==> src/rtl/soc_disp_pkg.sv <==
// Purpose: shared types and constants for the SOC-to-BCD display path.
// Contents: FSM state enum, BCD accumulator struct, percentage/display limits.
package soc_disp_pkg;

    typedef enum logic [1:0] {
        IDLE  = 2'd0,
        SCALE = 2'd1,
        CONV  = 2'd2,
        DONE  = 2'd3
    } state_e;

    // Three-digit BCD accumulator used during double-dabble.
    typedef struct packed {
        logic [3:0] hund;
        logic [3:0] tens;
        logic [3:0] ones;
    } bcd_t;

    localparam logic [6:0]  PCT_MAX    = 7'd100;
    localparam logic [7:0]  BCD_FULL   = 8'hA0;
    localparam int unsigned CONV_STEPS = 7;
    localparam int unsigned CNT_W      = 3;
    localparam int unsigned BIN_W      = 7;

endpackage : soc_disp_pkg

==> src/rtl/bcd_add3.sv <==
// Purpose: double-dabble nibble correction, adds 3 to any digit >= 5.
// Ports:
//   nib_i  - BCD digit before correction
//   adj_c  - corrected digit (combinational)
module bcd_add3 (
    input  logic [3:0] nib_i,
    output logic [3:0] adj_c
);

    always_comb begin
        adj_c = nib_i;
        if (nib_i >= 4'd5) begin
            adj_c = nib_i + 4'd3;
        end
    end

endmodule : bcd_add3

==> src/rtl/soc_to_bcd.sv <==
// Purpose: converts an unsigned fixed-point SOC fraction into a 2-digit
//          display code {tens, ones}; 100 % is shown as 8'hA0.
// Ports:
//   clk        - system clock, rising edge
//   rst        - synchronous active-high reset
//   soc_q      - SOC estimate, Q(IN_W-FRAC_W).FRAC_W
//   in_valid   - soc_q valid this cycle
//   in_ready   - block can accept (high only while idle)
//   soc_int    - registered BCD display code
//   soc_valid  - one-cycle pulse when soc_int has just been updated
//   sat        - registered, 1 if the pre-clamp percentage exceeded 100
module soc_to_bcd
    import soc_disp_pkg::*;
#(
    parameter int unsigned IN_W   = 16,
    parameter int unsigned FRAC_W = 15
) (
    input  logic            clk,
    input  logic            rst,
    input  logic [IN_W-1:0] soc_q,
    input  logic            in_valid,
    output logic            in_ready,
    output logic [7:0]      soc_int,
    output logic            soc_valid,
    output logic            sat
);

    localparam int unsigned PROD_W = IN_W + 7;
    localparam int unsigned PCT_W  = PROD_W - FRAC_W;
    localparam logic [PROD_W-1:0] ROUND_ADD = PROD_W'(1) << (FRAC_W - 1);

    state_e            state_q, state_d;
    logic [IN_W-1:0]   cap_q, cap_d;
    logic [BIN_W-1:0]  bin_q, bin_d;
    bcd_t              bcd_q, bcd_d;
    bcd_t              bcd_adj;
    logic [CNT_W-1:0]  cnt_q, cnt_d;
    logic              sat_next_q, sat_next_d;
    logic [7:0]        soc_int_q, soc_int_d;
    logic              sat_q, sat_d;
    logic              soc_valid_q, soc_valid_d;
    logic              in_ready_q, in_ready_d;

    logic [PROD_W-1:0] prod;
    logic [PCT_W-1:0]  pct_raw;
    logic              over;

    // Per-digit correction applied before every shift of the conversion.
    bcd_add3 u_add3_hund (.nib_i(bcd_q.hund), .adj_c(bcd_adj.hund));
    bcd_add3 u_add3_tens (.nib_i(bcd_q.tens), .adj_c(bcd_adj.tens));
    bcd_add3 u_add3_ones (.nib_i(bcd_q.ones), .adj_c(bcd_adj.ones));

    // State and datapath registers.
    always_ff @(posedge clk) begin
        if (rst) begin
            state_q     <= IDLE;
            cap_q       <= '0;
            bin_q       <= '0;
            bcd_q       <= '0;
            cnt_q       <= '0;
            sat_next_q  <= 1'b0;
            soc_int_q   <= 8'h00;
            sat_q       <= 1'b0;
            soc_valid_q <= 1'b0;
            in_ready_q  <= 1'b1;
        end else begin
            state_q     <= state_d;
            cap_q       <= cap_d;
            bin_q       <= bin_d;
            bcd_q       <= bcd_d;
            cnt_q       <= cnt_d;
            sat_next_q  <= sat_next_d;
            soc_int_q   <= soc_int_d;
            sat_q       <= sat_d;
            soc_valid_q <= soc_valid_d;
            in_ready_q  <= in_ready_d;
        end
    end

    // Next-state, scaling and conversion steps.
    always_comb begin
        state_d     = state_q;
        cap_d       = cap_q;
        bin_d       = bin_q;
        bcd_d       = bcd_q;
        cnt_d       = cnt_q;
        sat_next_d  = sat_next_q;
        soc_int_d   = soc_int_q;
        sat_d       = sat_q;
        soc_valid_d = 1'b0;

        // Rounded percentage: (x*100 + 0.5 LSB of the percent) >> FRAC_W.
        prod    = PROD_W'(cap_q) * PROD_W'(PCT_MAX) + ROUND_ADD;
        pct_raw = PCT_W'(prod >> FRAC_W);
        over    = (pct_raw > PCT_W'(PCT_MAX));

        unique case (state_q)
            IDLE: begin
                // in_ready is high whenever the FSM sits in IDLE.
                if (in_valid) begin
                    cap_d   = soc_q;
                    state_d = SCALE;
                end
            end
            SCALE: begin
                bin_d      = over ? PCT_MAX : pct_raw[BIN_W-1:0];
                bcd_d      = '0;
                cnt_d      = '0;
                sat_next_d = over;
                state_d    = CONV;
            end
            CONV: begin
                {bcd_d, bin_d} = {bcd_adj, bin_q} << 1;
                cnt_d          = cnt_q + CNT_W'(1);
                if (cnt_q == CNT_W'(CONV_STEPS - 1)) begin
                    state_d = DONE;
                end
            end
            DONE: begin
                // Clamped input keeps hundreds at 0 or 1; 1 means exactly 100.
                soc_int_d   = (bcd_q.hund != 4'd0) ? BCD_FULL
                                                   : {bcd_q.tens, bcd_q.ones};
                sat_d       = sat_next_q;
                soc_valid_d = 1'b1;
                state_d     = IDLE;
            end
            default: begin
                state_d = IDLE;
            end
        endcase

        in_ready_d = (state_d == IDLE);
    end

    assign in_ready  = in_ready_q;
    assign soc_int   = soc_int_q;
    assign soc_valid = soc_valid_q;
    assign sat       = sat_q;

endmodule : soc_to_bcd
==> config.mk <==
export PLATFORM = sky130hd
export DESIGN_NAME = soc_to_bcd
export DESIGN_NICKNAME = d
export VERILOG_FILES = /design/src/rtl/soc_disp_pkg.sv /design/src/rtl/bcd_add3.sv /design/src/rtl/soc_to_bcd.sv
export SDC_FILE = /design/constraint.sdc
export NUM_CORES = 1
export LEC_CHECK = 0
export ABC_AREA = 0
export CORE_ASPECT_RATIO = 1.2
export CORE_MARGIN = 2
export CORE_UTILIZATION = 35
export DETAILED_ROUTE_END_ITERATION = 6
export REMOVE_ABC_BUFFERS = 1
export SYNTH_ARGS = -nofsm -noshare
export SYNTH_HDL_FRONTEND = slang
export SYNTH_SLANG_ARGS = --single-unit
==> constraint.sdc <==
create_clock -name clk -period 4.4 [get_ports clk]
set_clock_uncertainty 0.2 [all_clocks]
set_input_delay 1.32 -clock clk [delete_from_list [all_inputs] [get_ports clk]]
set_output_delay 1.32 -clock clk [all_outputs]
set_load 0.02 [all_outputs]
==> impl_metrics.sql, run 1 <==
INSERT INTO impl_metrics (metric_group, metric, value, unit) VALUES
('outcome', 'status', 'finished clean', ''),
('global_routing', 'grt-ovfl-total', '0', ''),
('cells_and_area', 'final_core_utilization', '0.468', ''),
('placement', 'port_buffers', '29', ''),
('pwr', 'power.density_cell_area', '461', 'mW/mm²'),
('drt', 'tritonroute_pass_1_iters', '4', ''),
('sta', 'worst_slew_margin_rel', '0.528', ''),
('cells_and_area', 'n_fill_cell', '1127', ''),
('floorplan', 'placement_rows', '43', ''),
('cells_and_area', 'final_layout_size_suffix_gt1_frac', '0.196', ''),
('sta', 'final.period_utilization', '0.978', ''),
('placement', 'placement_stage_cell_area', '0.00477', 'mm²'),
('pwr', 'static-leakage-power', '2.28', 'nW'),
('sta', 'timing.final.setup_violations', '0', ''),
('cells_and_area', 'design_area', '0.00539', 'mm²'),
('placement', 'dpl.cell_count', '708', ''),
('drt', 'drc', '0', ''),
('critical_path', 'kind_of_end_point_of_the_critical_path', 'register', ''),
('sta', 'fin_hold_ws', '0.272', 'ns'),
('sta', 'worst_tran_pin_value', '0.705', 'ns'),
('global_routing', 'global_route_wire_length_before_repair', '15900', 'µm'),
('drt', 'drt_iter0_drc', '106', ''),
('cells_and_area', 'multi_input_area', '0.00320', 'mm²'),
('clock_tree', 'ctsRootBufferMaster', 'sky130_fd_sc_hd__clkbuf_16', ''),
('cells_and_area', 'antennaDiodeCount', '0', ''),
('clock_tree', 'post_cts_hold_buffer_count', '0', ''),
('min_path', 'hold_depth', '2', ''),
('critical_path', 'reg2reg_depth', '17', ''),
('pwr', 'total_power_after_layout', '2.49', 'mW'),
('global_routing', 'antenna_found_initial', '0', ''),
('floorplan', 'i_o_pins', '30', ''),
('yosys', 'syn_area_per_cell', '8.12', 'µm²'),
('drt', 'routed_wirelength', '9980', 'µm'),
('drt', 'via_count', '3746', ''),
('clock_tree', 'clkSlewWorstSetupHoldPaths', '0.07', 'ns'),
('placement', 'hpwl', '7290', 'µm'),
('yosys', 'most_common_flop_cell_mapped_by_yosys', 'sky130_fd_sc_hd__dfxtp_1', ''),
('critical_path', 'setup.worst_path.class', 'register to register', ''),
('yosys', 'synthDistinctLibCells', '59', ''),
('cells_and_area', 'areaGrowthSynthToFinish', '30.9', '%'),
('global_routing', 'global_route.usage.total', '0.157', ''),
('sta', 'achievable-frequency', '232', 'MHz'),
('drt', 'viasPerCell', '5.18', ''),
('drt', 'routed_wire_length_per_instance', '13.8', 'µm'),
('clock_tree', 'clock_latency', '0.29', 'ns'),
('clock_tree', 'cts.path.max_buffers', '2', ''),
('clock_tree', 'numCtsBuffers', '5', ''),
('floorplan', 'initial_utilization', '0.358', ''),
('clock_tree', 'tritoncts', 'built', ''),
('sta', 'final_hold_viol_count', '0', ''),
('flow_run', 'timing.max_cap.violations', '0', ''),
('yosys', 'ys_async_sr_fraction', '0', ''),
('yosys', 'ys.warnings.count', '0', ''),
('sta', 'timing_max_transition_violations_final', '0', ''),
('floorplan', 'core_region_area', '0.0115', 'mm²'),
('clock_tree', 'cts.sink_count', '52', ''),
('floorplan', 'die_h', '123', 'µm'),
('sta', 'layout_min_cycle_time', '4.30', 'ns'),
('cells_and_area', 'final_cells', '723', ''),
('yosys', 'ys_seq_area_frac', '0.253', ''),
('floorplan', 'chipWidth', '103', 'µm'),
('pwr', 'worst_ir_drop_vdd', '193', 'µV'),
('yosys', 'number_of_synthesized_flops_with_an_enable_pin', '0', ''),
('critical_path', 'ff2ff_setup_slack', '0.1', 'ns'),
('drt', 'antenna_left', '0', ''),
('clock_tree', 'ctsHtreeMaxLevel', '2', ''),
('placement', 'routabilityCongestion', '0.933', ''),
('critical_path', 'maximum_fanout_count_along_the_critical_path', '6', ''),
('floorplan', 'die-area', '0.0126', 'mm²'),
('yosys', 'ys_ff_latch', '52', ''),
('critical_path', 'critical_path.startpoint_type', 'register', ''),
('critical_path', 'critPathRequiredTime', '4.36', 'ns'),
('min_path', 'worst_min_delay_path_class', 'register to register', ''),
('critical_path', 'critical_path_arrival', '4.26', 'ns'),
('global_routing', 'grt_max_degree', '30', ''),
('cells_and_area', 'total_number_of_nets_in_the_final_design', '659', ''),
('global_routing', 'grt_pass1_vias', '3498', ''),
('cells_and_area', 'sequential_cell_area', '0.00106', 'mm²'),
('yosys', 'post_synth_instance_area', '0.00412', 'mm²'),
('yosys', 'postSynthCellCount', '507', '');
sequential cells by signal, indices dropped and copies added (netlist names):
register    flops
soc_int         8
in_ready        1
soc_valid       1
state_q         2
sat             1
bin_q           7
cnt_q           3
bcd_q          12
cap_q          16
sat_next_q      1
metal layers:
metal	routed length, µm	track usage	vias to the layer above
met3	252	0.0245	16
met4	190	0.0444	0
li1	-	-	1892
met2	5220	0.291	60
met1	4320	0.184	1778
met5	0	0	-
cells in the final DEF (no fill, tap or decap), types with 3 or more instances in the layout:
master                            count
sky130_fd_sc_hd__nand2_1             56
sky130_fd_sc_hd__ha_1                51
sky130_fd_sc_hd__a21oi_1             47
sky130_fd_sc_hd__nor2_1              44
sky130_fd_sc_hd__inv_1               43
sky130_fd_sc_hd__dfxtp_1             42
sky130_fd_sc_hd__buf_4               39
sky130_fd_sc_hd__clkdlybuf4s50_1     28
sky130_fd_sc_hd__o21ai_0             15
sky130_fd_sc_hd__ha_4                14
sky130_fd_sc_hd__nor3_1              13
sky130_fd_sc_hd__xnor2_1             10
sky130_fd_sc_hd__fa_1                10
sky130_fd_sc_hd__nand3_1              8
sky130_fd_sc_hd__nand2b_1             8
sky130_fd_sc_hd__nor2b_1              8
sky130_fd_sc_hd__dfxtp_2              7
sky130_fd_sc_hd__a211oi_1             6
sky130_fd_sc_hd__a22oi_1              6
sky130_fd_sc_hd__clkbuf_16            5
sky130_fd_sc_hd__xor2_1               4
sky130_fd_sc_hd__a21oi_2              4
sky130_fd_sc_hd__a211oi_2             4
sky130_fd_sc_hd__mux2i_1              4
sky130_fd_sc_hd__o22ai_1              4
sky130_fd_sc_hd__or3_1                4
sky130_fd_sc_hd__and3_1               4
sky130_fd_sc_hd__a21o_1               3
sky130_fd_sc_hd__o21a_1               3
sky130_fd_sc_hd__o21ai_2              3
sky130_fd_sc_hd__nand4_1              3
sky130_fd_sc_hd__o31ai_1              3
sky130_fd_sc_hd__a32oi_1              3
sky130_fd_sc_hd__dfxtp_4              3
critical path, stage by stage, from the launching register on:
cell                       delay, ns
sky130_fd_sc_hd__dfxtp_4        0.37
sky130_fd_sc_hd__ha_4           0.24
sky130_fd_sc_hd__ha_1           0.27
sky130_fd_sc_hd__inv_1          0.05
sky130_fd_sc_hd__fa_1           0.52
sky130_fd_sc_hd__inv_2          0.05
sky130_fd_sc_hd__ha_4           0.30
sky130_fd_sc_hd__o21a_1         0.17
sky130_fd_sc_hd__a21oi_2        0.06
sky130_fd_sc_hd__buf_4          0.15
sky130_fd_sc_hd__a211oi_4       0.28
sky130_fd_sc_hd__mux2i_1        0.13
sky130_fd_sc_hd__or4_4          0.45
sky130_fd_sc_hd__or3_4          0.34
sky130_fd_sc_hd__a21oi_2        0.13
sky130_fd_sc_hd__a311o_2        0.17
sky130_fd_sc_hd__and3_4         0.20
sky130_fd_sc_hd__o22ai_1        0.08
synthesized netlist by cell type (2+ instances only):
master	instances	area, µm²
sky130_fd_sc_hd__dfxtp_1	52	1040
sky130_fd_sc_hd__nor4_1	2	12.5
sky130_fd_sc_hd__buf_2	3	15.0
sky130_fd_sc_hd__o221ai_1	2	17.5
sky130_fd_sc_hd__mux2i_1	4	40.0
sky130_fd_sc_hd__a211oi_1	8	60.1
sky130_fd_sc_hd__a21oi_1	51	255
sky130_fd_sc_hd__a32oi_1	3	26.3
sky130_fd_sc_hd__nor3_1	14	70.1
sky130_fd_sc_hd__o22ai_1	4	25.0
sky130_fd_sc_hd__clkinv_1	2	7.51
sky130_fd_sc_hd__and2_1	2	12.5
sky130_fd_sc_hd__nand4_1	3	18.8
sky130_fd_sc_hd__nand2_1	58	218
sky130_fd_sc_hd__a211oi_2	2	25.0
sky130_fd_sc_hd__xnor2_1	12	105
sky130_fd_sc_hd__nor2b_1	8	50.1
sky130_fd_sc_hd__and3_1	8	50.1
sky130_fd_sc_hd__a21o_1	3	22.5
sky130_fd_sc_hd__fa_1	10	200
sky130_fd_sc_hd__xor2_1	5	43.8
sky130_fd_sc_hd__o32ai_1	2	17.5
sky130_fd_sc_hd__nor2_1	45	169
sky130_fd_sc_hd__o211a_1	2	20.0
sky130_fd_sc_hd__nand3_1	9	45.0
sky130_fd_sc_hd__o21a_1	3	22.5
sky130_fd_sc_hd__o21ai_1	3	15.0
sky130_fd_sc_hd__o31ai_1	3	22.5
sky130_fd_sc_hd__ha_1	65	813
sky130_fd_sc_hd__or3_1	5	31.3
sky130_fd_sc_hd__inv_1	44	165
sky130_fd_sc_hd__clkbuf_1	15	56.3
sky130_fd_sc_hd__nand2b_1	8	50.1
sky130_fd_sc_hd__a22oi_1	6	45.0
sky130_fd_sc_hd__o21ai_0	17	85.1
final timing paths:
| check | startpoint | endpoint |
|---|---|---|
| max | cap_q[6] | bin_q[3] |
| min | bin_q[5] | bin_q[5] |
| max reg2reg | cap_q[6] | bin_q[3] |
| min reg2reg | bin_q[5] | bin_q[5] |
per-stage QoR:
step | TNS (ns) | worst slack [ns]
floorplan | 0 | 0.0341
global route | -0.0597 | -0.0173
finish | 0 | 0.0964
global placement | 0 | 0.00317
CTS | 0 | 0.0155
detailed placement | -0.592 | -0.120
cell families after synthesis:
group,Yosys count,synth area share
and+or+nand+nor,171,0.197
buffers and inverters,64,0.0593
AOI/OAI and AO/OA,123,0.195
muxes,4,0.00973
DFF,52,0.253
adders and majority gates,75,0.246
xor gates and xnor gates,18,0.0401
final cells by class:
| type | instances | area share |
|---|---|---|
| multi-input combinational | 391 | 0.594 |
| sequential | 52 | 0.197 |
| timing repair buffer | 69 | 0.109 |
| tap | 157 | 0.0365 |
| inverter | 46 | 0.0320 |
| clock buffer | 6 | 0.0239 |
| clock inverter | 2 | 0.00720 |
repair_timing:
item,4_1_cts,5_1_grt
gates resized for setup,15,52
gates cloned,0,0
pin swaps,4,38
setup buffers,2,5
setup endpoints to repair,7,7
report_power, final:
part           internal, mW  leakage (nW)  switching (mW)
Sequential            0.543         0.428          0.0553
Clock                 0.271        0.0815           0.183
Combinational         0.609          1.77           0.825
Total                  1.42          2.28            1.06
Note: power is estimated with default switching activity, not from simulation.
==> inputs of run 2 (changes only) <==
Settings changed: CAP_MARGIN set to 0.
==> results of run 2 <==
No change in the layout: final DEF, timing and power equal those of run 1.
==> inputs of run 3 (changes only) <==
Settings changed: CORE_UTILIZATION 35 to 30, PLACE_DENSITY set to 0.51.
==> run 3 against run 2 <==
Compared with the run above: first-iteration DRC count up 25%; total power up 2.1%; flip-flop and latch count unchanged; non-clock buffer count up 15; clock power down 11%; count of clock-buffer cells in the layout unchanged; setup slack better by 0.0010 ns; die area up 16%; sequential share of layout area down 0.47 points; highest routed layer unchanged.
==> impl_metrics.sql, run 3 (synthesis results as in run 1) <==
INSERT INTO impl_metrics (metric_group, metric, value, unit) VALUES
('sta', 'setup_tns', '0', 'ns'),
('drt', 'antenna_left', '0', ''),
('cells_and_area', 'final_layout_size_suffix_gt1_frac', '0.241', ''),
('global_routing', 'grt-ovfl-total', '0', ''),
('placement', 'routabilityCongestion', '0.926', ''),
('pwr', 'pwr-share-comb', '0.603', ''),
('sta', 'worst_slew_margin_rel', '0.515', ''),
('pwr', 'total_power_after_layout', '2.54', 'mW'),
('global_routing', 'global_route.usage.total', '0.139', ''),
('placement', 'hpwl', '7660', 'µm'),
('cells_and_area', 'largest-register', 'cap_q', ''),
('clock_tree', 'ctsHtreeMaxLevel', '2', ''),
('pwr', 'netsw', '1.09', 'mW'),
('pwr', 'pwr-share-clk', '0.159', ''),
('placement', 'placement_stage_cell_area', '0.00486', 'mm²'),
('clock_tree', 'tritoncts', 'built', ''),
('sta', 'timing_max_transition_violations_final', '0', ''),
('drt', 'drc', '0', ''),
('placement', 'post-place-ws', '-0.0519', 'ns'),
('critical_path', 'critPathRequiredTime', '4.35', 'ns'),
('placement', 'port_buffers', '29', ''),
('pwr', 'power_switching_share', '0.430', ''),
('clock_tree', 'cts.path.max_buffers', '2', ''),
('sta', 'fin_hold_ws', '0.282', 'ns'),
('cells_and_area', 'design_area', '0.00558', 'mm²'),
('drt', 'via_count', '3761', ''),
('pwr', 'static-leakage-power', '2.30', 'nW'),
('sta', 'rsz0062_at_grt', 'true', ''),
('pwr', 'power.density_cell_area', '455', 'mW/mm²'),
('global_routing', 'global_route_wire_length_before_repair', '16900', 'µm'),
('clock_tree', 'clkSlewWorstSetupHoldPaths', '0.07', 'ns'),
('global_routing', 'grt_pass1_vias', '3711', ''),
('floorplan', 'initial_utilization', '0.310', ''),
('cells_and_area', 'antennaDiodeCount', '0', ''),
('cells_and_area', 'largest_reg_flops', '16', ''),
('outcome', 'status', 'finished clean', ''),
('critical_path', 'setup.worst_path.class', 'register to register', ''),
('pwr', 'worst_ir_drop_vdd', '217', 'µV'),
('sta', 'worst_tran_pin_value', '0.725', 'ns'),
('placement', 'dpl.cell_count', '728', ''),
('global_routing', 'grt_max_degree', '34', ''),
('pwr', 'intPower', '1.45', 'mW'),
('drt', 'drt_iter0_drc', '133', ''),
('drt', 'routed_wire_length_per_instance', '13.6', 'µm'),
('global_routing', 'antenna_found_initial', '0', ''),
('floorplan', 'core_region_area', '0.0133', 'mm²'),
('sta', 'layout_min_cycle_time', '4.30', 'ns'),
('min_path', 'worst_min_delay_path_class', 'register to register', ''),
('clock_tree', 'ctsRootBufferMaster', 'sky130_fd_sc_hd__clkbuf_16', ''),
('drt', 'tritonroute_pass_1_iters', '4', ''),
('flow_run', 'timing.max_cap.violations', '0', ''),
('cells_and_area', 'final_cells', '749', ''),
('cells_and_area', 'most_frequent_standard_cell_in_the_layout_excluding_fill_and_tap_cells', 'sky130_fd_sc_hd__nand2_1', ''),
('critical_path', 'maximum_fanout_count_along_the_critical_path', '4', ''),
('cells_and_area', 'layout_common_cells', 'sky130_fd_sc_hd__nand2_1 (57), sky130_fd_sc_hd__buf_4 (54), sky130_fd_sc_hd__a21oi_1 (47), sky130_fd_sc_hd__nor2_1 (44), sky130_fd_sc_hd__ha_1 (42)', ''),
('sta', 'achievable-frequency', '232', 'MHz'),
('floorplan', 'i_o_pins', '30', ''),
('sta', 'final_hold_viol_count', '0', ''),
('pwr', 'seq_power_share', '0.238', ''),
('sta', 'finalWorstSetupSlack', '0.0974', 'ns'),
('sta', 'final.period_utilization', '0.978', ''),
('clock_tree', 'post_cts_hold_buffer_count', '0', ''),
('cells_and_area', 'areaGrowthSynthToFinish', '35.5', '%'),
('floorplan', 'chipWidth', '111', 'µm'),
('cells_and_area', 'total_number_of_nets_in_the_final_design', '674', ''),
('critical_path', 'kind_of_end_point_of_the_critical_path', 'register', ''),
('sta', 'timing.final.setup_violations', '0', ''),
('clock_tree', 'cts.sink_count', '52', ''),
('cells_and_area', 'final_core_utilization', '0.420', ''),
('drt', 'viasPerCell', '5.02', ''),
('floorplan', 'die_h', '132', 'µm'),
('clock_tree', 'numCtsBuffers', '5', ''),
('clock_tree', 'clock_latency', '0.30', 'ns'),
('drt', 'routed_wirelength', '10200', 'µm'),
('floorplan', 'die-area', '0.0147', 'mm²'),
('critical_path', 'critical_path_arrival', '4.26', 'ns'),
('floorplan', 'placement_rows', '46', ''),
('critical_path', 'critical_path.startpoint_type', 'register', '');
run 3: final cells by class:
class | count | area [µm²]
fill | 1312 | 7720
sequential | 52 | 1070
clock buffer | 6 | 129
tap | 168 | 210
multi-input combinational | 391 | 3280
timing repair buffer | 84 | 702
clock inverter | 2 | 16.3
inverter | 46 | 173
run 3: what timing repair did:
action / CTS / global route
setup buffers: 2 / 11
endpoints found under the setup margin: 8 / 8
pin swaps: 6 / 51
resized for setup: 15 / 69
run 3: critical path, cell delays in order, from the launching register on:
cell                       delay, ns
sky130_fd_sc_hd__dfxtp_4        0.37
sky130_fd_sc_hd__ha_1           0.33
sky130_fd_sc_hd__ha_4           0.28
sky130_fd_sc_hd__fa_2           0.46
sky130_fd_sc_hd__ha_4           0.19
sky130_fd_sc_hd__a211oi_2       0.27
sky130_fd_sc_hd__o21a_1         0.18
sky130_fd_sc_hd__mux2i_1        0.21
sky130_fd_sc_hd__nand4_1        0.15
sky130_fd_sc_hd__or4_4          0.56
sky130_fd_sc_hd__or3_4          0.40
sky130_fd_sc_hd__a21oi_2        0.13
sky130_fd_sc_hd__a311o_2        0.15
sky130_fd_sc_hd__and3_4         0.19
sky130_fd_sc_hd__o22ai_1        0.08
run 3: path summary, 6_finish.rpt:
path | slack, ns | from | endpoint | depth (start not counted)
max reg2reg | 0.1 | cap_q[11] | bin_q[4] | 14
min | 0.28 | bin_q[5] | bin_q[5] | 2
max | 0.1 | cap_q[11] | bin_q[4] | 14
min reg2reg | 0.28 | bin_q[5] | bin_q[5] | 2
run 3: power groups by stage:
stage,Sequential (mW),Combinational [mW],Clock [mW]
after floorplan,0.598,0.826,0
after global placement,0.596,1.25,0
after detailed placement,0.599,1.27,0
after CTS,0.589,1.35,0.421
after global routing,0.616,1.70,0.437
final,0.604,1.53,0.404
run 3: layer usage:
metal,global-route usage,wire length [µm],part of all wire
met2,0.261,5400,0.53
met1,0.158,4350,0.43
met3,0.0207,272,0.027
met4,0.0514,170,0.017
met5,0,0,0
